**config.mk**
```make
export PLATFORM = sky130hd
export DESIGN_NAME = tbus_arbiter
export DESIGN_NICKNAME = d
export VERILOG_FILES = /design/src/rtl/tbus_arbiter.sv
export SDC_FILE = /design/constraint.sdc
export NUM_CORES = 1
export LEC_CHECK = 0
export BUFFER_PORTS_ARGS = -buffer_cell sky130_fd_sc_hd__buf_2
export CORE_AREA = 2 2 255 257
export CTS_CLUSTER_SIZE = 10
export DETAILED_ROUTE_END_ITERATION = 12
export DIE_AREA = 0 0 257 259
export GPL_TIMING_DRIVEN = 0
export PLACE_DENSITY = 0.33
export RECOVER_POWER = 25
export SETUP_SLACK_MARGIN = 0.15
export SYNTH_ARGS = -nofsm -noshare
export SYNTH_HDL_FRONTEND = slang
export SYNTH_SLANG_ARGS = --single-unit
```
**constraint.sdc**
```tcl
create_clock -name clock -period 1.6 [get_ports clock]
set_input_delay 0.08 -clock clock [delete_from_list [all_inputs] [get_ports clock]]
set_output_delay 0.08 -clock clock [all_outputs]
set_load 0.05 [all_outputs]
```
**src/rtl/tbus_arbiter.sv**
```systemverilog
// -----------------------------------------------------------------------------
// tbus_arbiter
//
// Shares one downstream trinity-bus (tbus) master port between two masters:
// the LSU data channel (port 0) and the instruction-fetch channel (port 1).
// The arbiter accepts one request at a time and latches it into holding
// registers. It drives that request downstream, then routes the completion
// pulse and read data back to the owning requester only.
//
// Configuration macro: TBUS_ARB_RR_EN
//   defined   -> round-robin between the two ports when both request
//   undefined -> fixed priority, LSU over IFU (no pointer state)
//
// Ports
//   clock, reset                 single clock, synchronous active-high reset
//   lsu_index_valid/ready        LSU request handshake
//   lsu_index, lsu_write_data,
//   lsu_write_mask,
//   lsu_operation_type           LSU request payload
//   lsu_read_data,
//   lsu_operation_done           LSU completion (one-cycle pulse + data)
//   ifu_index_valid/ready        IFU request handshake (read-only port)
//   ifu_index                    IFU address
//   ifu_read_data,
//   ifu_operation_done           IFU completion
//   ifu_flush                    redirect: discard a pending IFU completion
//   tbus_*                       downstream tbus master port
//   arb_busy                     high whenever the FSM is not IDLE
//   dbg_state                    current FSM state (0 IDLE, 1 REQ, 2 RESP)
//
// Handshake semantics: a request transfers on a cycle where valid and ready
// are both high. The requester holds valid and payload stable until then.
// The *_index_ready outputs are combinational and are raised only in IDLE,
// for the single winner. Downstream, tbus_index_valid stays high with a
// stable payload until tbus_index_ready.
// -----------------------------------------------------------------------------

`ifndef TBUS_RANGE
`define TBUS_RANGE 0:0
`endif
`ifndef TBUS_READ
`define TBUS_READ 1'b0
`endif
`ifndef TBUS_WRITE
`define TBUS_WRITE 1'b1
`endif

module tbus_arbiter #(
    parameter int ADDR_W = 64,
    parameter int DATA_W = 64
) (
    input  logic              clock,
    input  logic              reset,

    input  logic              lsu_index_valid,
    output logic              lsu_index_ready,
    input  logic [ADDR_W-1:0] lsu_index,
    input  logic [DATA_W-1:0] lsu_write_data,
    input  logic [DATA_W-1:0] lsu_write_mask,
    input  logic [`TBUS_RANGE] lsu_operation_type,
    output logic [DATA_W-1:0] lsu_read_data,
    output logic              lsu_operation_done,

    input  logic              ifu_index_valid,
    output logic              ifu_index_ready,
    input  logic [ADDR_W-1:0] ifu_index,
    output logic [DATA_W-1:0] ifu_read_data,
    output logic              ifu_operation_done,
    input  logic              ifu_flush,

    output logic              tbus_index_valid,
    input  logic              tbus_index_ready,
    output logic [ADDR_W-1:0] tbus_index,
    output logic [DATA_W-1:0] tbus_write_data,
    output logic [DATA_W-1:0] tbus_write_mask,
    output logic [`TBUS_RANGE] tbus_operation_type,
    input  logic [DATA_W-1:0] tbus_read_data,
    input  logic              tbus_operation_done,

    output logic              arb_busy,
    output logic [1:0]        dbg_state
);

    typedef enum logic [1:0] {
        ST_IDLE = 2'd0,
        ST_REQ  = 2'd1,
        ST_RESP = 2'd2
    } state_e;

    localparam logic OWN_LSU = 1'b0;
    localparam logic OWN_IFU = 1'b1;

    state_e             state_q, state_d;
    logic               owner_q, owner_d;
    logic               drop_q, drop_d;
    logic [ADDR_W-1:0]  idx_q, idx_d;
    logic [DATA_W-1:0]  wdata_q, wdata_d;
    logic [DATA_W-1:0]  wmask_q, wmask_d;
    logic [`TBUS_RANGE] op_q, op_d;

    logic grant_lsu;
    logic grant_ifu;
    logic done_fire;

    // ---------------------------------------------------------------------
    // Winner selection (meaningful only while IDLE)
    // ---------------------------------------------------------------------
`ifdef TBUS_ARB_RR_EN
    // Records whether the most recent grant went to the IFU. It resets to 1
    // so that the first contested grant goes to the LSU.
    logic rr_last_ifu_q, rr_last_ifu_d;

    always_comb begin
        grant_lsu = lsu_index_valid && (!ifu_index_valid || rr_last_ifu_q);
        grant_ifu = ifu_index_valid && !grant_lsu;
    end

    always_comb begin
        rr_last_ifu_d = rr_last_ifu_q;
        if (state_q == ST_IDLE && (grant_lsu || grant_ifu)) begin
            rr_last_ifu_d = grant_ifu;
        end
    end

    always_ff @(posedge clock) begin
        if (reset) begin
            rr_last_ifu_q <= 1'b1;
        end else begin
            rr_last_ifu_q <= rr_last_ifu_d;
        end
    end
`else
    always_comb begin
        grant_lsu = lsu_index_valid;
        grant_ifu = ifu_index_valid && !lsu_index_valid;
    end
`endif

    // ---------------------------------------------------------------------
    // FSM next-state and handshake outputs
    // ---------------------------------------------------------------------
    always_comb begin
        state_d          = state_q;
        owner_d          = owner_q;
        drop_d           = drop_q;
        idx_d            = idx_q;
        wdata_d          = wdata_q;
        wmask_d          = wmask_q;
        op_d             = op_q;
        lsu_index_ready  = 1'b0;
        ifu_index_ready  = 1'b0;
        tbus_index_valid = 1'b0;
        done_fire        = 1'b0;

        case (state_q)
            ST_IDLE: begin
                if (grant_lsu) begin
                    lsu_index_ready = 1'b1;
                    idx_d           = lsu_index;
                    wdata_d         = lsu_write_data;
                    wmask_d         = lsu_write_mask;
                    op_d            = lsu_operation_type;
                    owner_d         = OWN_LSU;
                    state_d         = ST_REQ;
                end else if (grant_ifu) begin
                    ifu_index_ready = 1'b1;
                    idx_d           = ifu_index;
                    wdata_d         = '0;
                    wmask_d         = '0;
                    op_d            = `TBUS_READ;
                    owner_d         = OWN_IFU;
                    state_d         = ST_REQ;
                end
            end
            ST_REQ: begin
                tbus_index_valid = 1'b1;
                if (tbus_index_ready) begin
                    // Memory may answer in the same cycle as it accepts.
                    if (tbus_operation_done) begin
                        done_fire = 1'b1;
                        state_d   = ST_IDLE;
                    end else begin
                        state_d   = ST_RESP;
                    end
                end
            end
            ST_RESP: begin
                if (tbus_operation_done) begin
                    done_fire = 1'b1;
                    state_d   = ST_IDLE;
                end
            end
            default: begin
                state_d = ST_IDLE;
            end
        endcase

        // A redirect while the IFU owns the bus only hides the completion.
        // The downstream transaction always runs to its end.
        if (state_q != ST_IDLE && owner_q == OWN_IFU && ifu_flush) begin
            drop_d = 1'b1;
        end
        if (state_d == ST_IDLE) begin
            drop_d = 1'b0;
        end
    end

    always_ff @(posedge clock) begin
        if (reset) begin
            state_q <= ST_IDLE;
            owner_q <= OWN_LSU;
            drop_q  <= 1'b0;
            idx_q   <= '0;
            wdata_q <= '0;
            wmask_q <= '0;
            op_q    <= '0;
        end else begin
            state_q <= state_d;
            owner_q <= owner_d;
            drop_q  <= drop_d;
            idx_q   <= idx_d;
            wdata_q <= wdata_d;
            wmask_q <= wmask_d;
            op_q    <= op_d;
        end
    end

    // ---------------------------------------------------------------------
    // Downstream payload and completion routing
    // ---------------------------------------------------------------------
    logic lsu_done_int;
    logic ifu_done_int;

    // A flush that arrives in the completion cycle itself also discards it.
    assign lsu_done_int = done_fire && (owner_q == OWN_LSU);
    assign ifu_done_int = done_fire && (owner_q == OWN_IFU) && !drop_q && !ifu_flush;

    assign tbus_index          = idx_q;
    assign tbus_write_data     = wdata_q;
    assign tbus_write_mask     = wmask_q;
    assign tbus_operation_type = op_q;

    assign lsu_operation_done = lsu_done_int;
    assign ifu_operation_done = ifu_done_int;
    assign lsu_read_data      = lsu_done_int ? tbus_read_data : '0;
    assign ifu_read_data      = ifu_done_int ? tbus_read_data : '0;

    assign arb_busy  = (state_q != ST_IDLE);
    assign dbg_state = state_q;

endmodule

```
# Word level (Yosys, flattened, before mapping)
# Index checks and enable logic that the tools add are counted.
# totals
register_bits	197
wordCells	52
output_inout_bits	329
# classes
n_eq_ne	2
n_mux	26
n_reduce_logical	16
bitwise	1
# ops
cell	count
$mux 64	7
$mux 1	12
$mux 2	5
$logic_and 1x1->1	7
$pmux 2 s3	1
$logic_not 2->1	2
$reduce_bool 2->1	2
$logic_not 1->1	3
$eq 2x1->1 const B	1
$eq 2x2->1 const B	1
$pmux 1 s2	1
$reduce_and 2->1	1
$reduce_or 2->1	1
$not 1->1	1

# Depth between registers and ports, before layout
# Gate-level depths: netlist of run 1.
# logic_depth
ltp_word	7
ltp_mapped	9
depth_no_buf	5

# Worst setup path after synthesis of run 1
# Ideal clock, no wire load.
# synth_path
path_kind	register to output
from	register state_q[0] (netlist: dbg_state[0])
to	output ifu_read_data[54]
path_slack_ps	-1309
required_time_ps	1520
path_stages_with_launch	6
arrival_ps	2829
path_cell_list	dfxtp_1 ha_1 a21oi_1 nor4_2 clkbuf_1 and2_1
# synth_between
elab_chain_len	6
word_cells_on_any_way	7
# synth_lines
item	line	source
start, declared	93	state_e state_q, state_d;
start signal, assigned	218	state_q <= state_d;
$eq 2x2->1 or $eq 2x1->1 (tied branches)	155	case (state_q)
$pmux 1 s2 *	155	
$logic_and 1x1->1 * (3 in a row)	236	assign ifu_done_int = done_fire && (owner_q == OWN_IFU) && !drop_q && !ifu_flush;
via ifu_operation_done	68	output logic ifu_operation_done,
$mux 64 *	246	assign ifu_read_data = ifu_done_int ? tbus_read_data : '0;
end, declared	67	output logic [DATA_W-1:0] ifu_read_data,
# Mark *: on every way through the listed nets, which the timed path passes. The rest lies on a longest branch.

# Worst setup path after layout of run 1
# layout_path
from	register state_q[1] (netlist: dbg_state[1])
to	output lsu_read_data[45]
# layout_between
elab_chain_len	4
word_cells_on_any_way	5
# layout_lines
item	line	source
$eq 2x2->1 or $eq 2x1->1 (tied branches)	155	
$pmux 1 s2 *	155	
$logic_and 1x1->1 *	235	assign lsu_done_int = done_fire && (owner_q == OWN_LSU);
$mux 64 *	245	assign lsu_read_data = lsu_done_int ? tbus_read_data : '0;
end, declared	61	output logic [DATA_W-1:0] lsu_read_data,
# Every way passes the cells marked *; elsewhere a longest branch is shown, timed or not.

==> results of run 1 <==
synthesized netlist by cell type, types with 2 or more instances:
cell type | count | share of area, %
ha_1 | 4 | 0.60
and2_2 | 9 | 0.81
clkbuf_2 | 6 | 0.36
dfxtp_1 | 197 | 47
nor2_1 | 194 | 8.8
nor2b_1 | 2 | 0.15
and2_1 | 120 | 9.0
inv_1 | 3 | 0.14
o32ai_1 | 2 | 0.21
a211oi_1 | 65 | 5.9
a21oi_1 | 2 | 0.12
buf_4 | 14 | 1.3
nand2_1 | 2 | 0.090
buf_6 | 15 | 2.0
buf_2 | 24 | 1.4
mux2i_1 | 64 | 7.7
nor3_1 | 3 | 0.18
clkbuf_1 | 29 | 1.3
a22oi_1 | 129 | 12
critical path, cell delays in order, from the launching register on:
cell       delay (ns)
dfxtp_4          0.40
inv_4            0.06
ha_4             0.26
nand2_4          0.06
nor3_4           0.11
buf_6            0.15
buf_12           0.16
clkbuf_16        0.17
and2_4           0.21
buf_8            0.16
routing by layer:
metal | routed length, µm | vias to the layer above
li1 | - | 5170
met1 | 22090 | 5043
met2 | 26600 | 366
met3 | 3462 | 69
met4 | 1468 | 2
met5 | 13 | -
metrics by stage:
stage | worst slack [ns] | setup TNS (ns) | hold WS, ns | total power, W
detailed placement | -0.6349 | -97.33 | 0.3398 | 0.01170
finish | -0.7107 | -110.11 | 0.0002978 | 0.01884
global placement | -0.6579 | -92.85 | 0.3349 | 0.01168
floorplan | -0.2403 | -25.66 | 0.2305 | 0.009869
global route | -0.7777 | -132.73 | -0.004995 | 0.01977
CTS | -0.7464 | -116.73 | -0.06538 | 0.01854
layout make-up:
type                       instances  area (µm²)  area share (%)
buffer                            88        1157           5.543
timing repair buffer             993        8635           41.35
antenna                            5       12.51         0.05992
sequential                       197        3951           18.92
inverter                           3       20.02         0.09587
multi-input combinational        606        5493           26.30
tap                              855        1070           5.123
clock buffer                      18       439.2           2.103
clock inverter                    11       103.9          0.4973
state kept, by name, summed over array words and instances, names as in the netlist:
| register | cells |
|---|---|
| tbus_write_mask | 64 |
| tbus_operation_type | 1 |
| owner_q | 1 |
| drop_q | 1 |
| tbus_index | 64 |
| tbus_write_data | 64 |
| dbg_state | 2 |
logic make-up (layout without fill, tap and decap cells):
family / count (synthesis) / in the layout
mux: 64 / 64
simple gates: 335 / 335
flops: 197 / 197
compound gates: 203 / 203
other cells: 0 / 5
buf+inv: 91 / 1113
fa+ha+maj: 4 / 4
report_power, final:
group | leakage [nW] | switching [W] | internal, W
Combinational | 7.25 | 0.00486 | 0.00386
Sequential | 1.62 | 0.000400 | 0.00543
Clock | 0.265 | 0.00213 | 0.00217
repair_timing:
action,4_1_cts,5_1_grt
resized for setup,599,148
setup endpoints to repair,329,331
buffers inserted,29,20
gates cloned,34,6
hold endpoints to repair,193,1
pin swaps,52,60
final timing paths:
path | cells after the start | startpoint | slack, ns | to
min reg2reg | 2 | tbus_write_data[54]$_SDFFE_PP0P_ | 0.50 | tbus_write_data[54]$_SDFFE_PP0P_
min | 3 | tbus_operation_done | 0.0003 | dbg_state[1]$_SDFF_PP0_
max reg2reg | 11 | dbg_state[1]$_SDFF_PP0_ | -0.26 | tbus_write_mask[40]$_SDFFE_PP0P_
max | 9 | dbg_state[1]$_SDFF_PP0_ | -0.71 | lsu_read_data[45]
==> impl_metrics.py, run 1 <==
metrics = {
    "critical_path": {
        "worstPathRequired_ns": 1.52,
        "critPathLaunchType": "flip-flop",
        "endpoint_kind": "output pin",
        "arrival_ns": 2.23,
        "crit_type": "reg -> out",
        "worstPathMaxFanout": 8,
    },
    "timing": {
        "max_freq_mhz": 432.8,
        "setup_viol": 327,
        "layout_min_cycle_time_ns": 2.311,
        "slew_viol_final": 0,
        "final_hold_viol_count": 0,
        "finalCritPeriodShare_pct": 144.4,
        "setup_ws_ns": -0.7107,
        "rsz0062_at_grt": "true",
        "tightest_slew_ns": 0.9206,
        "clock_skew_ns": 0.01111,
        "maxSlewHeadroom_pct": 38.62,
    },
    "yosys": {
        "synth_top_family_by_area": "simple AND/OR/NAND/NOR gates",
        "yosysSeqAreaShare_pct": 47.40,
        "synth_cell_types": 29,
        "syn_area_um2": 8320,
        "synth_mux_area_share_pct": 7.699,
        "synth_cells": 894,
        "synth_edf_count": 0,
        "synth-adder-area-share_pct": 0.6015,
        "synthXorXnorAreaFrac_pct": 0,
        "ys_ff_latch": 197,
        "synthSimpleGateAreaFrac_pct": 19.49,
        "syn-num-nets": 1226,
        "syn_avg_cell_area_um2": 9.307,
        "yosysWarnings": 0,
        "synth_compound_area_share_pct": 18.27,
        "synthArstFlopShare_pct": 0,
        "synth-main-ff-cell": "dfxtp_1",
    },
    "clock_tree": {
        "cts_htree_levels": 4,
        "numCtsBuffers": 17,
        "cts_tree": "done",
        "root_buffer": "clkbuf_16",
        "cts_buffer_depth": 2,
        "insertion_delay_ns": 0.48,
        "clk_pin_slew_worst_paths_ns": 0.08,
        "hold_buffers": 250,
        "cts_num_sinks": 197,
    },
    "global_route": {
        "grt_max_degree": 17,
        "grtUsageMet3_pct": 3.984,
        "grt_pass1_wl_mm": 75.56,
        "grt_pass1_vias": 11420,
        "antenna_found_initial": 6,
        "grt_overflow": 0,
        "met2_usage_pct": 26.45,
        "use_met1_pct": 18.49,
        "grt_usage_pct": 15.45,
        "grt-busiest-layer": "met2",
    },
    "finish": {
        "mostFrequentLayoutCell": "buf_2",
        "fill_cells": 6688,
        "final_nets": 2238,
        "drive_gt1_share_pct": 61.38,
        "area_growth_pct": 151.0,
        "final_cell_mix": "buf_2 (475), dlygate4sd3_1 (250), dfxtp_1 (195)",
        "design_area_um2": 20880,
        "final_core_util_pct": 32.69,
        "layoutNonFillerInstCount": 2776,
    },
    "floorplanning": {
        "fp.dieH_um": 259,
        "io_pins": 657,
        "core_um2": 63880,
        "die_area_um2": 66560,
        "rows": 93,
        "fp.dieW_um": 257,
        "start_util_pct": 13.02,
    },
    "placed_design": {
        "placed_area_um2": 13760,
        "place_congestion": 0.9514,
        "port_buffers": 654,
        "placedCellCount": 2403,
        "dp_hpwl_mm": 39.66,
    },
    "routing": {
        "wirelength_mm": 53.64,
        "ant_nets": 0,
        "num_vias": 10650,
        "viasPerCell": 3.836,
        "drc": 0,
        "drtIter0Drc": 342,
        "firstDrtPassIters": 4,
        "wire_per_inst_um": 19.32,
    },
    "power_and_ir_drop": {
        "ir_worst_vdd_mv": 0.8195,
        "powerDensity_nw_per_um2": 902.1,
        "leakagePower_nw": 9.138,
    },
    "status": {
        "violations": "negative setup slack",
        "status": "finished with violations",
    },
    "hold_path": {
        "hp-class": "in -> reg",
    },
    "job": {
        "drv_cap": 0,
    },
}
Power figures use the tool's default switching activity.
==> run 2: changes to the inputs <==
--- a/config.mk
+++ b/config.mk
@@ -13,7 +13,6 @@
 export GPL_TIMING_DRIVEN = 0
 export PLACE_DENSITY = 0.33
 export RECOVER_POWER = 25
-export SETUP_SLACK_MARGIN = 0.15
 export SYNTH_ARGS = -nofsm -noshare
 export SYNTH_HDL_FRONTEND = slang
 export SYNTH_SLANG_ARGS = --single-unit
==> run 2 against run 1 <==
The run still ends with negative setup slack left. Count of clock-buffer cells in the layout stayed put. Die area stayed put. Via count is 2.7% lower. Fmax is 0.41% higher. Total power is 5.7% lower. Sequential share of layout area is 1.5 points higher. Largest power group unchanged.
==> impl_metrics.py, run 2 (synthesis gave the netlist of run 1 again) <==
metrics = {
    "status": {
        "status": "finished with violations",
        "violations": "negative setup slack",
    },
    "clock_tree": {
        "cts_num_sinks": 197,
        "root_buffer": "clkbuf_16",
        "insertion_delay_ns": 0.48,
        "numCtsBuffers": 17,
        "cts_htree_levels": 4,
        "clk_pin_slew_worst_paths_ns": 0.08,
        "cts_buffer_depth": 2,
        "cts_tree": "done",
    },
    "hold_path": {
        "hp-class": "in -> reg",
        "min_to": "tbus_index[24]$_SDFFE_PP0P_",
        "min-delay-start": "ifu_index[24]",
        "holdPathStages": 3,
    },
    "power_and_ir_drop": {
        "leakagePower_nw": 8.643,
        "powerDensity_nw_per_um2": 918.3,
        "p_total_w": 0.01777,
        "p_clk_share_pct": 25.5,
        "pwr-share-seq_pct": 32.3,
        "switchingPower_w": 0.006978,
        "pwr-share-comb_pct": 42.2,
        "switching_share_pct": 39.27,
        "ir_worst_vdd_mv": 0.6501,
        "p_int_w": 0.01079,
    },
    "finish": {
        "area_growth_pct": 132.6,
        "drive_gt1_share_pct": 54.63,
        "final_nets": 2199,
        "final_core_util_pct": 30.29,
        "layoutNonFillerInstCount": 2736,
        "final_cell_mix": "buf_2 (468), dlygate4sd3_1 (252), dfxtp_1 (195)",
        "mostFrequentLayoutCell": "buf_2",
        "fill_cells": 6787,
    },
    "floorplanning": {
        "die_area_um2": 66560,
        "fp.dieH_um": 259,
        "core_um2": 63880,
        "io_pins": 657,
        "fp.dieW_um": 257,
        "start_util_pct": 13.02,
        "rows": 93,
    },
    "timing": {
        "slew_viol_final": 0,
        "final_hold_viol_count": 0,
        "fin_setup_tns_ns": -97.08,
        "layout_min_cycle_time_ns": 2.301,
        "setup_ws_ns": -0.7012,
        "max_freq_mhz": 434.6,
        "clock_skew_ns": 0.008181,
        "finalCritPeriodShare_pct": 143.8,
        "tightest_slew_ns": 0.7143,
        "fin_hold_ws_ns": 0.03016,
        "setup_viol": 242,
        "rsz0062_at_grt": "true",
        "maxSlewHeadroom_pct": 52.38,
    },
    "routing": {
        "num_vias": 10360,
        "wire_per_inst_um": 17.40,
        "viasPerCell": 3.786,
        "drc": 0,
        "drtIter0Drc": 335,
        "wirelength_mm": 47.60,
        "ant_nets": 0,
        "firstDrtPassIters": 4,
    },
    "global_route": {
        "grt_pass1_vias": 10740,
        "antenna_found_initial": 3,
        "grt_usage_pct": 13.30,
        "grt_pass1_wl_mm": 66.44,
        "grt_max_degree": 20,
        "use_met1_pct": 15.28,
        "grt-busiest-layer": "met2",
        "grt_overflow": 0,
        "met2_usage_pct": 23.47,
        "grtUsageMet3_pct": 3.408,
    },
    "critical_path": {
        "crit_type": "reg -> out",
        "r2r-start": "dbg_state[0]$_SDFF_PP0_",
        "crit_chain": "inv_4 > ha_4 > nand2_4 > nor4_4 > buf_4 > buf_12 > clkbuf_16 > and2_2 > buf_6",
        "worstPathRequired_ns": 1.52,
        "critPathLaunchType": "flip-flop",
        "worstPathMaxFanout": 10,
        "endpoint_kind": "output pin",
        "r2r_setup_slack_ns": -0.27,
        "worst-r2r-cell-count": 12,
        "arrival_ns": 2.22,
        "reg2reg_to": "tbus_write_mask[38]$_SDFFE_PP0P_",
        "cpPeakStageDelay_ns": 0.40,
        "slowest_stage": "dfxtp_4",
    },
    "placed_design": {
        "dp_hpwl_mm": 36.15,
        "place_congestion": 0.8961,
        "placedCellCount": 2403,
        "port_buffers": 654,
    },
    "job": {
        "drv_cap": 0,
    },
}
## run 2: changes by cell type in the layout (fill, tap and decap cells not counted), sizes merged
cell	before	now
clkinv	5	6
clkbuf	104	126
buf	745	681
diode	5	1
clkdlybuf4s15	0	1
dlygate4sd3	250	252
inv	5	7
## run 2: how the worst max path moves through the flow
stage / from / end
final: dbg_state[0]$_SDFF_PP0_ / ifu_read_data[15]
after global routing: dbg_state[0]$_SDFF_PP0_ / ifu_read_data[29]
after floorplan: dbg_state[1]$_SDFF_PP0_ / ifu_read_data[11]
after detailed placement: dbg_state[0]$_SDFF_PP0_ / ifu_read_data[46]
after CTS: dbg_state[0]$_SDFF_PP0_ / ifu_read_data[4]
after global placement: dbg_state[0]$_SDFF_PP0_ / ifu_read_data[46]
## run 2: power groups by stage
stage	Combinational (W)	Clock (W)	Sequential, W
after global routing	0.00794	0.00494	0.00580
after detailed placement	0.00570	0	0.00583
after CTS	0.00634	0.00482	0.00572
after floorplan	0.00213	0	0.00759
final	0.00750	0.00454	0.00573
after global placement	0.00570	0	0.00582
## run 2: layout make-up
| cell class | count | area (µm²) | share of cell area, % |
|---|---|---|---|
| Inverter | 3 | 20.02 | 0.1035 |
| Tap cell | 855 | 1070 | 5.528 |
| Multi-Input combinational cell | 606 | 4870 | 25.16 |
| Clock buffer | 18 | 439.2 | 2.269 |
| Sequential cell | 197 | 3951 | 20.42 |
| Antenna cell | 1 | 2.502 | 0.01293 |
| Buffer | 85 | 1069 | 5.522 |
| Clock inverter | 14 | 162.7 | 0.8406 |
| Timing Repair Buffer | 957 | 7767 | 40.14 |
## run 2: layer usage
metal  routed length (µm)  up-vias
li1                     -     5071
met1                19540     4830
met2                23820      389
met3                 2865       65
met4                 1352        4
met5                   19        -
## run 2: through the flow
step / cell area (µm²) / setup WS (ns)
3_3_place_gp: 13520 / -0.6341
6_report: 19350 / -0.7012
3_5_place_dp: 13520 / -0.6224
4_1_cts: 17720 / -0.7258
5_1_grt: 19350 / -0.7742
2_1_floorplan: 9179 / -0.2401
## run 2: repair_timing
| action | in CTS | in global routing |
|---|---|---|
| gates cloned | 2 | 19 |
| endpoints found under the hold margin | 193 | 2 |
| hold buffers | 251 | 1 |
| pin swaps | 9 | 41 |
| setup endpoints to repair | 313 | 320 |
| buffers inserted | 7 | 23 |
| gates resized for setup | 289 | 316 |
## run 2: critical path, delay by kind of cell, from the launching register on
kind                       cells  cell delay (ns)
buffers and inverters          5             0.73
DFF                            1             0.40
and+or+nand+nor                3             0.35
adders and majority gates      1             0.26
